**config.mk**
```make
export PLATFORM = sky130hd
export DESIGN_NAME = filter_video_src
export DESIGN_NICKNAME = d
export VERILOG_FILES = /design/src/rtl/filter_video_pkg.sv /design/src/rtl/filter_raster_cnt.sv /design/src/rtl/filter_video_src.sv
export SDC_FILE = /design/constraint.sdc
export NUM_CORES = 1
export LEC_CHECK = 0
export BUFFER_PORTS_ARGS = -buffer_cell sky130_fd_sc_hd__buf_2
export CAP_MARGIN = 20
export CORE_MARGIN = 1
export CORE_UTILIZATION = 57
export CTS_CLUSTER_SIZE = 12
export DETAILED_ROUTE_END_ITERATION = 10
export HOLD_SLACK_MARGIN = 0.15
export MAX_ROUTING_LAYER = met4
export PLACE_DENSITY = 0.77
export SLEW_MARGIN = 20
export SYNTH_ARGS = -nofsm -noshare
export SYNTH_HDL_FRONTEND = slang
export SYNTH_SLANG_ARGS = --single-unit
```
**constraint.sdc**
```tcl
create_clock -name clk -period 7.5 [get_ports clk]
set_input_delay 0.75 -clock clk [delete_from_list [all_inputs] [get_ports clk]]
set_output_delay 0.75 -clock clk [all_outputs]
set_load 0.1 [all_outputs]
```
**src/rtl/filter_video_pkg.sv**
```systemverilog
// Shared definitions for the filter video source.
// Holds the FSM state encoding, the test-pattern select codes and the
// fixed pixel constants used by the pattern generator.
package filter_video_pkg;

  typedef enum logic [1:0] {
    ST_IDLE = 2'd0,
    ST_RUN  = 2'd1,
    ST_DONE = 2'd2
  } state_t;

  typedef enum logic [1:0] {
    PAT_HRAMP = 2'd0,
    PAT_VRAMP = 2'd1,
    PAT_CHECK = 2'd2,
    PAT_FIDX  = 2'd3
  } pat_t;

  localparam int unsigned CHROMA_NEUTRAL = 'h80;
  localparam int unsigned CHK_HI         = 235;
  localparam int unsigned CHK_LO         = 16;

endpackage

```
**src/rtl/filter_raster_cnt.sv**
```systemverilog
// Raster timing counters for the video source.
// Horizontal/vertical counters that wrap at the programmed totals, plus the
// frame-end flag and the combinational sync/data-enable/position decode.
// Ports:
//   clk, rstn        clock, asynchronous active-low reset
//   clr              synchronous clear of both counters (frame start)
//   en               advance the counters by one clock
//   h_*/v_*          latched field lengths (already clamped to >= 1)
//   frame_end        counter sits on the last clock of the last line
//   hs, vs, de       decode of the current counter state
//   x, y             position inside the active area (low PW bits)
module filter_raster_cnt #(
  parameter int H_WIDTH = 12,
  parameter int V_WIDTH = 12,
  parameter int PW      = 8
) (
  input  logic               clk,
  input  logic               rstn,
  input  logic               clr,
  input  logic               en,
  input  logic [H_WIDTH-1:0] h_sync,
  input  logic [H_WIDTH-1:0] h_bp,
  input  logic [H_WIDTH-1:0] h_act,
  input  logic [H_WIDTH-1:0] h_fp,
  input  logic [V_WIDTH-1:0] v_sync,
  input  logic [V_WIDTH-1:0] v_bp,
  input  logic [V_WIDTH-1:0] v_act,
  input  logic [V_WIDTH-1:0] v_fp,
  output logic               frame_end,
  output logic               hs,
  output logic               vs,
  output logic               de,
  output logic [PW-1:0]      x,
  output logic [PW-1:0]      y
);

  // Two extra bits so the sum of four fields never overflows.
  localparam int HC = H_WIDTH + 2;
  localparam int VC = V_WIDTH + 2;

  logic [HC-1:0] hcnt, htot, h_act_start, h_act_end;
  logic [VC-1:0] vcnt, vtot, v_act_start, v_act_end;
  logic          line_end;

  assign h_act_start = HC'(h_sync) + HC'(h_bp);
  assign h_act_end   = h_act_start + HC'(h_act);
  assign htot        = h_act_end + HC'(h_fp);
  assign v_act_start = VC'(v_sync) + VC'(v_bp);
  assign v_act_end   = v_act_start + VC'(v_act);
  assign vtot        = v_act_end + VC'(v_fp);

  assign line_end  = (hcnt == htot - HC'(1));
  assign frame_end = line_end && (vcnt == vtot - VC'(1));

  // NOTE: sequential state uses non-blocking assignments so every register
  // samples the pre-edge values, independent of statement order.
  always_ff @(posedge clk or negedge rstn) begin
    if (!rstn) begin
      hcnt <= '0;
      vcnt <= '0;
    end else if (clr) begin
      hcnt <= '0;
      vcnt <= '0;
    end else if (en) begin
      if (line_end) begin
        hcnt <= '0;
        vcnt <= (vcnt == vtot - VC'(1)) ? '0 : vcnt + VC'(1);
      end else begin
        hcnt <= hcnt + HC'(1);
      end
    end
  end

  assign hs = (hcnt < HC'(h_sync));
  assign vs = (vcnt < VC'(v_sync));
  assign de = (vcnt >= v_act_start) && (vcnt < v_act_end) &&
              (hcnt >= h_act_start) && (hcnt < h_act_end);
  // Only meaningful while de is high; outside the active area the value wraps.
  assign x  = PW'(hcnt - h_act_start);
  assign y  = PW'(vcnt - v_act_start);

endmodule

```
**src/rtl/filter_video_src.sv**
```systemverilog
// Raster video source: emits programmable vs/hs/de timing with a selectable
// Y/U/V test pattern, for driving filter blocks in benches and BIST.
// Ports:
//   clk, rstn              clock, asynchronous active-low reset
//   i_start                start pulse (accepted in IDLE only)
//   i_stop                 finish after the current frame (sticky in RUN)
//   i_frame_num            frames to send, 0 = until stopped
//   i_pat_sel              0 h-ramp, 1 v-ramp, 2 checker, 3 frame index
//   i_h_*/i_v_*            field lengths in clocks / lines (0 acts as 1)
//   o_busy, o_done         frame activity / one-cycle end-of-run pulse
//   o_vs, o_hs, o_de       registered syncs and data enable
//   o_y, o_u, o_v          registered pixel components
module filter_video_src
  import filter_video_pkg::*;
#(
  parameter int DATA_WIDTH = 8,
  parameter int H_WIDTH    = 12,
  parameter int V_WIDTH    = 12
) (
  input  logic                  clk,
  input  logic                  rstn,
  input  logic                  i_start,
  input  logic                  i_stop,
  input  logic [7:0]            i_frame_num,
  input  logic [1:0]            i_pat_sel,
  input  logic [H_WIDTH-1:0]    i_h_sync,
  input  logic [H_WIDTH-1:0]    i_h_bp,
  input  logic [H_WIDTH-1:0]    i_h_act,
  input  logic [H_WIDTH-1:0]    i_h_fp,
  input  logic [V_WIDTH-1:0]    i_v_sync,
  input  logic [V_WIDTH-1:0]    i_v_bp,
  input  logic [V_WIDTH-1:0]    i_v_act,
  input  logic [V_WIDTH-1:0]    i_v_fp,
  output logic                  o_busy,
  output logic                  o_done,
  output logic                  o_vs,
  output logic                  o_hs,
  output logic                  o_de,
  output logic [DATA_WIDTH-1:0] o_y,
  output logic [DATA_WIDTH-1:0] o_u,
  output logic [DATA_WIDTH-1:0] o_v
);

  function automatic logic [H_WIDTH-1:0] clamp_h(input logic [H_WIDTH-1:0] f);
    return (f == '0) ? H_WIDTH'(1) : f;
  endfunction

  function automatic logic [V_WIDTH-1:0] clamp_v(input logic [V_WIDTH-1:0] f);
    return (f == '0) ? V_WIDTH'(1) : f;
  endfunction

  state_t               state, state_nxt;
  pat_t                 pat_q;
  logic [7:0]           frame_num_q;
  logic [7:0]           fidx;
  logic                 stop_pend;
  logic [H_WIDTH-1:0]   h_sync_q, h_bp_q, h_act_q, h_fp_q;
  logic [V_WIDTH-1:0]   v_sync_q, v_bp_q, v_act_q, v_fp_q;

  logic                 start_go, run, frame_end, last_frame, stop_now;
  logic                 hs_c, vs_c, de_c;
  logic [DATA_WIDTH-1:0] x_c, y_c, pix_y;

  assign start_go   = (state == ST_IDLE) && i_start;
  assign run        = (state == ST_RUN);
  assign last_frame = (frame_num_q != 8'd0) && (fidx + 8'd1 == frame_num_q);
  // A stop arriving on the frame-end cycle itself still counts.
  assign stop_now   = stop_pend || i_stop;

  filter_raster_cnt #(
    .H_WIDTH (H_WIDTH),
    .V_WIDTH (V_WIDTH),
    .PW      (DATA_WIDTH)
  ) u_cnt (
    .clk       (clk),
    .rstn      (rstn),
    .clr       (start_go),
    .en        (run),
    .h_sync    (h_sync_q),
    .h_bp      (h_bp_q),
    .h_act     (h_act_q),
    .h_fp      (h_fp_q),
    .v_sync    (v_sync_q),
    .v_bp      (v_bp_q),
    .v_act     (v_act_q),
    .v_fp      (v_fp_q),
    .frame_end (frame_end),
    .hs        (hs_c),
    .vs        (vs_c),
    .de        (de_c),
    .x         (x_c),
    .y         (y_c)
  );

  // NOTE: every combinational output gets a default before the case so no
  // path leaves it unassigned and no latch is inferred.
  always_comb begin
    state_nxt = state;
    case (state)
      ST_IDLE: if (i_start) state_nxt = ST_RUN;
      ST_RUN:  if (frame_end && (last_frame || stop_now)) state_nxt = ST_DONE;
      ST_DONE: state_nxt = ST_IDLE;
      default: state_nxt = ST_IDLE;
    endcase
  end

  always_comb begin
    pix_y = '0;
    case (pat_q)
      PAT_HRAMP: pix_y = x_c;
      PAT_VRAMP: pix_y = y_c;
      PAT_CHECK: pix_y = (x_c[3] ^ y_c[3]) ? DATA_WIDTH'(CHK_HI) : DATA_WIDTH'(CHK_LO);
      PAT_FIDX:  pix_y = DATA_WIDTH'(fidx);
      default:   pix_y = '0;
    endcase
  end

  // NOTE: the latched configuration is reset along with the control state;
  // it is a handful of flops, not a memory, so a known value costs nothing.
  always_ff @(posedge clk or negedge rstn) begin
    if (!rstn) begin
      state       <= ST_IDLE;
      pat_q       <= PAT_HRAMP;
      frame_num_q <= '0;
      fidx        <= '0;
      stop_pend   <= 1'b0;
      h_sync_q    <= '0;
      h_bp_q      <= '0;
      h_act_q     <= '0;
      h_fp_q      <= '0;
      v_sync_q    <= '0;
      v_bp_q      <= '0;
      v_act_q     <= '0;
      v_fp_q      <= '0;
    end else begin
      state <= state_nxt;
      if (start_go) begin
        pat_q       <= pat_t'(i_pat_sel);
        frame_num_q <= i_frame_num;
        fidx        <= '0;
        h_sync_q    <= clamp_h(i_h_sync);
        h_bp_q      <= clamp_h(i_h_bp);
        h_act_q     <= clamp_h(i_h_act);
        h_fp_q      <= clamp_h(i_h_fp);
        v_sync_q    <= clamp_v(i_v_sync);
        v_bp_q      <= clamp_v(i_v_bp);
        v_act_q     <= clamp_v(i_v_act);
        v_fp_q      <= clamp_v(i_v_fp);
      end else if (run && frame_end) begin
        fidx <= fidx + 8'd1;
      end
      // Stop is only remembered while frames are running.
      if (run && i_stop) stop_pend <= 1'b1;
      else if (!run)     stop_pend <= 1'b0;
    end
  end

  // Output register: the pixel for counter state (h,v) leaves one cycle later.
  always_ff @(posedge clk or negedge rstn) begin
    if (!rstn) begin
      o_busy <= 1'b0;
      o_done <= 1'b0;
      o_vs   <= 1'b0;
      o_hs   <= 1'b0;
      o_de   <= 1'b0;
      o_y    <= '0;
      o_u    <= '0;
      o_v    <= '0;
    end else if (run) begin
      o_busy <= 1'b1;
      o_done <= 1'b0;
      o_vs   <= vs_c;
      o_hs   <= hs_c;
      o_de   <= de_c;
      o_y    <= de_c ? pix_y : '0;
      o_u    <= de_c ? DATA_WIDTH'(CHROMA_NEUTRAL) : '0;
      o_v    <= de_c ? DATA_WIDTH'(CHROMA_NEUTRAL) : '0;
    end else begin
      o_busy <= 1'b0;
      o_done <= (state == ST_DONE);
      o_vs   <= 1'b0;
      o_hs   <= 1'b0;
      o_de   <= 1'b0;
      o_y    <= '0;
      o_u    <= '0;
      o_v    <= '0;
    end
  end

endmodule
```
* After elaboration in Yosys (flattened, before gate mapping)
Cells that the tools add are included.
** Word-level totals
- Register bits after elaboration :: 166
- Logic and storage cells :: 113
** Operators by class
- Add/sub/neg operators :: 13
- $lt $le $gt $ge :: 6
- Equal/unequal tests :: 11
- Multiplexer cells :: 33
- Bitwise gates (word level) :: 1
- Reduce and logical (&&, ||, !) cells :: 27
** Operators by type and width (number)
- $mux 14 :: 7
- $logic_not 12->1 :: 8
- $mux 12 :: 8
- $mux 8 :: 7
- $pmux 8 s4 :: 1
- $add 13x12->14 :: 2
- $add 14x1->14 const B :: 2
- $add 14x12->14 :: 2
- $eq 14x14->1 :: 2
- $ge 14x13->1 :: 2
- $lt 14x12->1 :: 2
- $lt 14x14->1 :: 2
- $sub 14x1->14 const B :: 2
- $add 12x12->13 :: 2
- $sub 8x8->8 :: 2
- $logic_and 1x1->1 :: 9
- $add 8x1->8 const B :: 1
- $eq 8x8->1 :: 1
- $reduce_bool 8->1 :: 1
- $mux 1 :: 7
- $eq 2x2->1 const B :: 3
- $reduce_bool 2->1 :: 3
- $eq 2x1->1 const B :: 2
- $logic_not 2->1 :: 2
- other kinds (7) :: 11

* Depth between registers and ports, before layout
Gate-level depths: netlist of run 1.
- Word-level depth :: 9
- Gate-level depth with buffers :: 30
- Mapped depth without buffers :: 28

* Cells and area by module
Synthesis of run 1 repeated with hierarchy kept, for this count alone.
** Unflattened totals
- Cells, all modules :: 1409
- Area total of the unflattened synthesis :: 13450.4 sq um
** By module, submodules not included
- filter_raster_cnt :: times used 1, cells an instance 993, area each 7887.6 sq um
- filter_video_src :: times used 1, cells an instance 416, area each 5562.8 sq um

* Worst setup path after synthesis of run 1
Ideal clock, no wire load.
- Path type :: reg-to-reg
- Start point :: register h_sync_q[1]
- End point :: register u_cnt.vcnt[13]
- Library setup time :: 0.064 ns
- Arrival time :: 6.436 ns
- Data required time :: 7.436 ns
- Slack :: 1.001 ns
- Stages on the path, launching flop included :: 28
- Buffers on the path :: 1
- Period minus slack after synthesis :: 6.499 ns
- Path through :: dfrtp_1 > ha_1 > a21o_1 > a21oi_1 > o21bai_1 > a21oi_1 > nor2b_1 > o21a_1 > nor2_1 > xnor2_1 > ha_1 > and3_1 > a221o_1 > a221oi_1 > xnor2_1 > or2_2 > ha_1 > xnor2_1 > nor2_1 > a2111oi_0 > nand2_1 > or3_1 > a2111oi_0 > or4bb_1 > or4_4 > buf_6 > nor3b_1 > a21o_1
** On the way
- Longest elaborated chain between the ends :: 7
** RTL lines
- from (decl) :: line filter_video_src.sv:57 : logic [H_WIDTH-1:0] h_sync_q, h_bp_q, h_act_q, h_fp_q;
- from (signal assigned) :: line filter_video_src.sv:141 : h_sync_q <= clamp_h(i_h_sync);
- $add 12x12->13 :: line filter_raster_cnt.sv:45 : assign h_act_start = HC'(h_sync) + HC'(h_bp);
- $add 13x12->14 :: line filter_raster_cnt.sv:46 : assign h_act_end = h_act_start + HC'(h_act);
- $add 14x12->14 :: line filter_raster_cnt.sv:47 : assign htot = h_act_end + HC'(h_fp);
- $sub 14x1->14 :: line filter_raster_cnt.sv:52 : assign line_end = (hcnt == htot - HC'(1));
- $eq 14x14->1 :: line filter_raster_cnt.sv:52
- $reduce_bool 2->1 (no line)
- $reduce_and 2->1 (no line)
- to (signal assigned) :: line filter_raster_cnt.sv:67 : vcnt <= (vcnt == vtot - VC'(1)) ? '0 : vcnt + VC'(1);
- to (decl) :: line filter_raster_cnt.sv:42 : logic [VC-1:0] vcnt, vtot, v_act_start, v_act_end;
No other way between the ends.
A chain may end at the register's enable or synchronous reset.

* Worst setup path after layout of run 1
Ends and elaborated chain as after synthesis.

==> flow_metrics.env, run 1 <==
export IMPL_globalRouteTotalUtil=0.294
export IMPL_num_antenna_cells=0
export IMPL_finalMaxSlewViolations=0
export IMPL_slew_headroom=0.430
export IMPL_crit_fanout=13
export IMPL_drt_total_wl_mm=32.4
export IMPL_r2r_start="h_sync_q[1]"
export IMPL_crit_required_ns=7.87
export IMPL_drv_cap=0
export IMPL_viasPerCell=5.90
export IMPL_drt_iter0_markers=686
export IMPL_port_buffers=124
export IMPL_syn2layout_area_growth_pct=11.7
export IMPL_synth_edf_count=0
export IMPL_clk_latency_ns=0.44
export IMPL_postSynthCellCount=1410
export IMPL_first_pass_iters=8
export IMPL_grt_pass1_vias=10100
export IMPL_grt_start_max_net_pins=160
export IMPL_setup_ws_ns=0.491
export IMPL_htreeDepth=4
export IMPL_rsz0062_at_grt="no"
export IMPL_clk_path_buf_depth=2
export IMPL_netlist_area_um2=12800
export IMPL_finalHoldViolations=0
export IMPL_ys_ff_latch=158
export IMPL_post_route_period_util=0.935
export IMPL_ioPinCount=139
export IMPL_dp_hpwl_mm=24.7
export IMPL_start_util=0.583
export IMPL_yosysUniqueCellTypes=71
export IMPL_skew_ns=0.0127
export IMPL_async_reset_ff_frac=1.00
export IMPL_arrival_ns=7.38
export IMPL_tritoncts="built"
export IMPL_cts_buffers=17
export IMPL_overflow=0
export IMPL_cts_root_buffer_cell="clkbuf_16"
export IMPL_reg2reg_to="u_cnt.vcnt[13]"
export IMPL_finalCriticalPeriod_ns=7.01
export IMPL_drive_gt1_frac=0.159
export IMPL_num_vias=10700
export IMPL_clk_pin_slew_worst_paths_ns=0.08
export IMPL_critPathKind="reg2reg"
export IMPL_tightestPinTransition_ns=0.856
export IMPL_ant_nets=0
export IMPL_wl_per_cell_um=17.8
export IMPL_setup_violations=0
export IMPL_rrSetupSlack_ns=0.49
export IMPL_dp_slack_ns=0.489
export IMPL_largestRegisters="u_cnt.hcnt: 14 flops, u_cnt.vcnt: 14 flops"
export IMPL_utilization=0.651
export IMPL_nets=1808
export IMPL_synth_main_ff_cell="dfrtp_1"
export IMPL_die_w_um=152
export IMPL_route_detailed_drc=21
export IMPL_dieArea_um2=23100
export IMPL_hold_path_class="in2async"
export IMPL_rows=54
export IMPL_start_kind="flop"
export IMPL_cts_sinks=158
export IMPL_cp_startpoint="h_sync_q[1]"
export IMPL_worstSetupEndpointType="flop"
export IMPL_die_y_um=152
export IMPL_fmax_mhz=143
export IMPL_reg2regPathDepth=26
export IMPL_status="finished, violations left"
export IMPL_syn_area_per_cell_um2=9.08
export IMPL_core_um2=22000
export IMPL_yosysWarnings=0
export IMPL_grt_pass1_wl_mm=52.3
export IMPL_cts_hold_buf=0
export IMPL_yosysSeqAreaShare=0.309
export IMPL_finalSetupTns_ns=0
export IMPL_gp_congestion=0.951
export IMPL_violations="design-rule violations"
export IMPL_antenna_found_initial=0
export IMPL_post_cts_buffers=0
## kinds of logic after synthesis
logic type,after synthesis,share of synthesized area
AND/OR/NAND/NOR,356,0.143
AO/OA/AOI/OAI,350,0.174
buffers and inverters,186,0.0598
adder cells (fa/ha/maj),173,0.173
flip-flops,158,0.309
XOR/XNOR,120,0.0832
multiplexers,66,0.0582
other,1,0.000293
## timing repair
item	4_1_cts	5_1_grt
resized for setup	0	2
setup endpoints to repair	0	12
hold endpoints to repair	0	0
## worst max-delay path by stage
stage	end	slack [ns]	cells past startpoint
after global placement	u_cnt.vcnt[6]	0.58	26
after CTS	u_cnt.vcnt[13]	0.42	26
after floorplan	u_cnt.vcnt[13]	1.00	27
after global routing	u_cnt.vcnt[4]	0.01	26
after detailed placement	u_cnt.vcnt[13]	0.49	26
final	u_cnt.vcnt[13]	0.49	26
## cell type report
| cell class | count | area [um^2] |
|---|---|---|
| Timing Repair Buffer | 130 | 688 |
| Clock buffer | 17 | 425 |
| Inverter | 143 | 537 |
| Sequential cell | 158 | 3950 |
| Clock inverter | 15 | 196 |
| Fill cell | 1797 | 7660 |
| Tap cell | 280 | 350 |
| Multi-Input combinational cell | 1079 | 8150 |
## synthesized netlist by cell type, drive strengths merged, types with 7 or more instances
library cell	instances	area [um^2]
inv	143	537
a2111oi	10	88.8
o21ai	120	601
nor2	92	345
nor3b	16	160
mux2i	7	70.1
a31oi	17	106
a21boi	9	67.6
nand2b	21	131
o31ai	7	52.6
nor3	23	115
o21bai	11	82.6
and3	21	141
mux2	58	653
nand2	86	323
a21o	44	332
ha	161	2010
buf	21	146
o21a	16	128
fa	8	160
xor2	47	412
a211oi	8	60.1
o211ai	10	75.1
clkbuf	22	82.6
a21oi	60	300
nand3	28	140
nor4	23	144
nor2b	14	95.1
xnor2	72	631
dfrtp	158	3950
## critical path, cell delays in order, from the launching register on
cell and delay (ns):
dfrtp_1 0.39, ha_1 0.29, a21o_1 0.19, a21oi_1 0.23
o21bai_1 0.10, a21oi_1 0.22, nor2b_1 0.08, o21a_1 0.19
nor2_1 0.11, xnor2_1 0.15, ha_1 0.32, and3_1 0.22
a221o_1 0.36, a221oi_2 0.36, xnor2_1 0.17, or2_2 0.30
ha_1 0.34, xnor2_1 0.25, nor2_1 0.07, a2111oi_1 0.39
nand2_1 0.11, or3_1 0.30, a2111oi_0 0.35, or4bb_1 0.50
or4_4 0.57, nor3b_1 0.26, a21o_1 0.11
## layout by cell type, fill, tap and decap left out, drive strengths merged, types with 23 or more instances in the layout
master,n
o21ai,120
a21o,44
a21oi,60
nor2,92
ha,161
nor3,23
nand3,28
buf,130
nand2,86
mux2,58
xor2,47
dfrtp,158
xnor2,72
inv,150
nor4,23
## per-layer routing
layer  vias up  part of all wire  track usage
li1       5217                 -            -
met1      5173              0.48        0.410
met2       321              0.45        0.451
met3        34             0.051       0.0365
met4         0             0.017       0.0811
met5         -                 0            -
## stage by stage
step / cells / hold WS [ns] / cell area [um^2]
finish: 1822 / 0.311 / 14300
global route: 1822 / 0.396 / 14300
CTS: 1822 / 0.396 / 14300
detailed placement: 1790 / 0.477 / 13700
global placement: 1790 / 0.465 / 13700
floorplan: 1423 / 0.447 / 12900
Power of run 1 is not shown: default switching activity piles up to over one toggle a cycle in this logic, so the estimate is an artifact.
==> run 2: changes to the inputs <==
- RECOVER_POWER: not set -> 100
==> run 2 against run 1 <==
The flow finishes with violations (design-rule violations, max-capacitance violations, max-slew violations). Global-route usage stayed put. Critical path depth stayed put. Highest routed layer unchanged. Via count rose by 0.20%. Utilization down 0.47 points. First-iteration DRC count is 3.9% higher.
==> flow_metrics.env, run 2 (synthesis results as in run 1) <==
export IMPL_wl_met3_mm=1.78
export IMPL_viasPerCell=5.91
export IMPL_drv_cap=3
export IMPL_rrSetupSlack_ns=0.47
export IMPL_largestRegisters="u_cnt.hcnt: 14 flops, u_cnt.vcnt: 14 flops"
export IMPL_critPathKind="reg2reg"
export IMPL_hold_path_class="reg2reg"
export IMPL_skew_ns=0.0119
export IMPL_fmax_mhz=142
export IMPL_tightestPinTransition_ns=5.63
export IMPL_violations="design-rule violations, max-capacitance violations, max-slew violations"
export IMPL_cts_hold_buf=0
export IMPL_die_w_um=152
export IMPL_dp_hpwl_mm=24.7
export IMPL_antenna_found_initial=0
export IMPL_gp_congestion=0.951
export IMPL_cts_buffers=17
export IMPL_drt_iter0_markers=713
export IMPL_dieArea_um2=23100
export IMPL_die_y_um=152
export IMPL_crit_fanout=8
export IMPL_post_route_period_util=0.937
export IMPL_reg2reg_to="fidx[5]"
export IMPL_clk_latency_ns=0.44
export IMPL_r2r_start="v_bp_q[0]"
export IMPL_port_buffers=124
export IMPL_arrival_ns=7.34
export IMPL_finalMaxSlewViolations=321
export IMPL_cp_startpoint="v_bp_q[0]"
export IMPL_start_util=0.583
export IMPL_crit_required_ns=7.81
export IMPL_cts_root_buffer_cell="clkbuf_16"
export IMPL_rows=54
export IMPL_drive_gt1_frac=0.139
export IMPL_final_cell_mix="ha_1 (161), dfrtp_1 (158), inv_1 (143)"
export IMPL_cts_sinks=158
export IMPL_dr_max_layer_used="met4"
export IMPL_wl_met1_mm=15.4
export IMPL_final_common_cell="ha_1"
export IMPL_finalCriticalPeriod_ns=7.03
export IMPL_wl_per_cell_um=17.8
export IMPL_syn2layout_area_growth_pct=10.9
export IMPL_wl_met2_mm=14.6
export IMPL_start_kind="flop"
export IMPL_num_antenna_cells=0
export IMPL_reg2regPathDepth=26
export IMPL_crit_end="fidx[5]"
export IMPL_grt_start_max_net_pins=160
export IMPL_slew_headroom=-2.75
export IMPL_first_pass_iters=10
export IMPL_grt_pass1_wl_mm=52.3
export IMPL_nets=1808
export IMPL_route_detailed_drc=21
export IMPL_globalRouteTotalUtil=0.294
export IMPL_clk_path_buf_depth=2
export IMPL_overflow=0
export IMPL_core_um2=22000
export IMPL_status="finished, violations left"
export IMPL_setup_violations=0
export IMPL_min_from="state[0]"
export IMPL_grt_pass1_vias=10100
export IMPL_post_cts_buffers=0
export IMPL_tritoncts="built"
export IMPL_finalSetupTns_ns=0
export IMPL_ant_nets=0
export IMPL_final_area_um2=14200
export IMPL_htreeDepth=4
export IMPL_dpl_cell_area_um2=13700
export IMPL_num_vias=10800
export IMPL_drt_total_wl_mm=32.4
export IMPL_worstSetupEndpointType="flop"
export IMPL_finalHoldViolations=0
export IMPL_ioPinCount=139
export IMPL_clk_pin_slew_worst_paths_ns=0.07
export IMPL_rsz0062_at_grt="no"
-- run 2: cell count changes in the layout (fill, tap and decap cells not counted), sizes merged --
cell          change
buf              -21
clkbuf           +20
dlymetal6s2s      +1
-- run 2: worst min path at each step --
stage | slack, ns | to | cells after the start
after global placement | 0.47 | stop_pend | 2
after global routing | 0.51 | o_done | 1
after detailed placement | 0.48 | stop_pend | 2
final | 0.49 | o_done | 1
after floorplan | 0.45 | fidx[0] | 0
after CTS | 0.40 | v_fp_q[4] | 1
-- run 2: routing by layer --
metal  up-vias  GRT usage
met2       331      0.451
met1      5183      0.410
li1       5215          -
met3        38     0.0365
met5         -          -
met4         0     0.0811
-- run 2: timing repair --
action / 4_1_cts / 5_1_grt
setup endpoints to repair: 0 / 12
hold endpoints to repair: 0 / 0
resized for setup: 0 / 2
-- run 2: final cells by class --
cell class              instances  area, um^2
inverters                     143         537
multi-input cells            1079        8100
repair buffers                130         637
well taps                     280         350
clock inverters                15         196
fillers                      1818        7760
clock buffers                  17         425
flip-flops and latches        158        3950
-- run 2: worst max-delay path, stage by stage, from the launching register on --
cell and delay (ns):
dfrtp_1 0.40, ha_1 0.19, inv_1 0.06, fa_1 0.40, nor2b_1 0.17, o21ai_0 0.11
a21oi_1 0.37, ha_1 0.38, a21oi_1 0.16, o211ai_1 0.19, a21o_1 0.22, a21oi_1 0.17
xor2_1 0.26, ha_1 0.28, inv_1 0.06, ha_1 0.30, a2111oi_0 0.43, o21ai_0 0.27
a41oi_1 0.38, o21bai_1 0.10, a21o_1 0.18, a2111oi_0 0.61, and3_1 0.38, nor2_1 0.12
nor3_1 0.41, buf_4 0.20, o21ai_0 0.10
-- run 2: per-stage QoR --
step / hold WS [ns] / cells / util / worst slack [ns]
floorplan: 0.447 / 1423 / - / 1.00
global placement: 0.465 / 1790 / 0.622 / 0.575
detailed placement: 0.477 / 1790 / 0.622 / 0.489
CTS: 0.396 / 1822 / 0.651 / 0.422
global route: 0.512 / 1822 / 0.646 / 0.0256
finish: 0.494 / 1822 / 0.646 / 0.475
Power of run 2 is left out for the same reason.
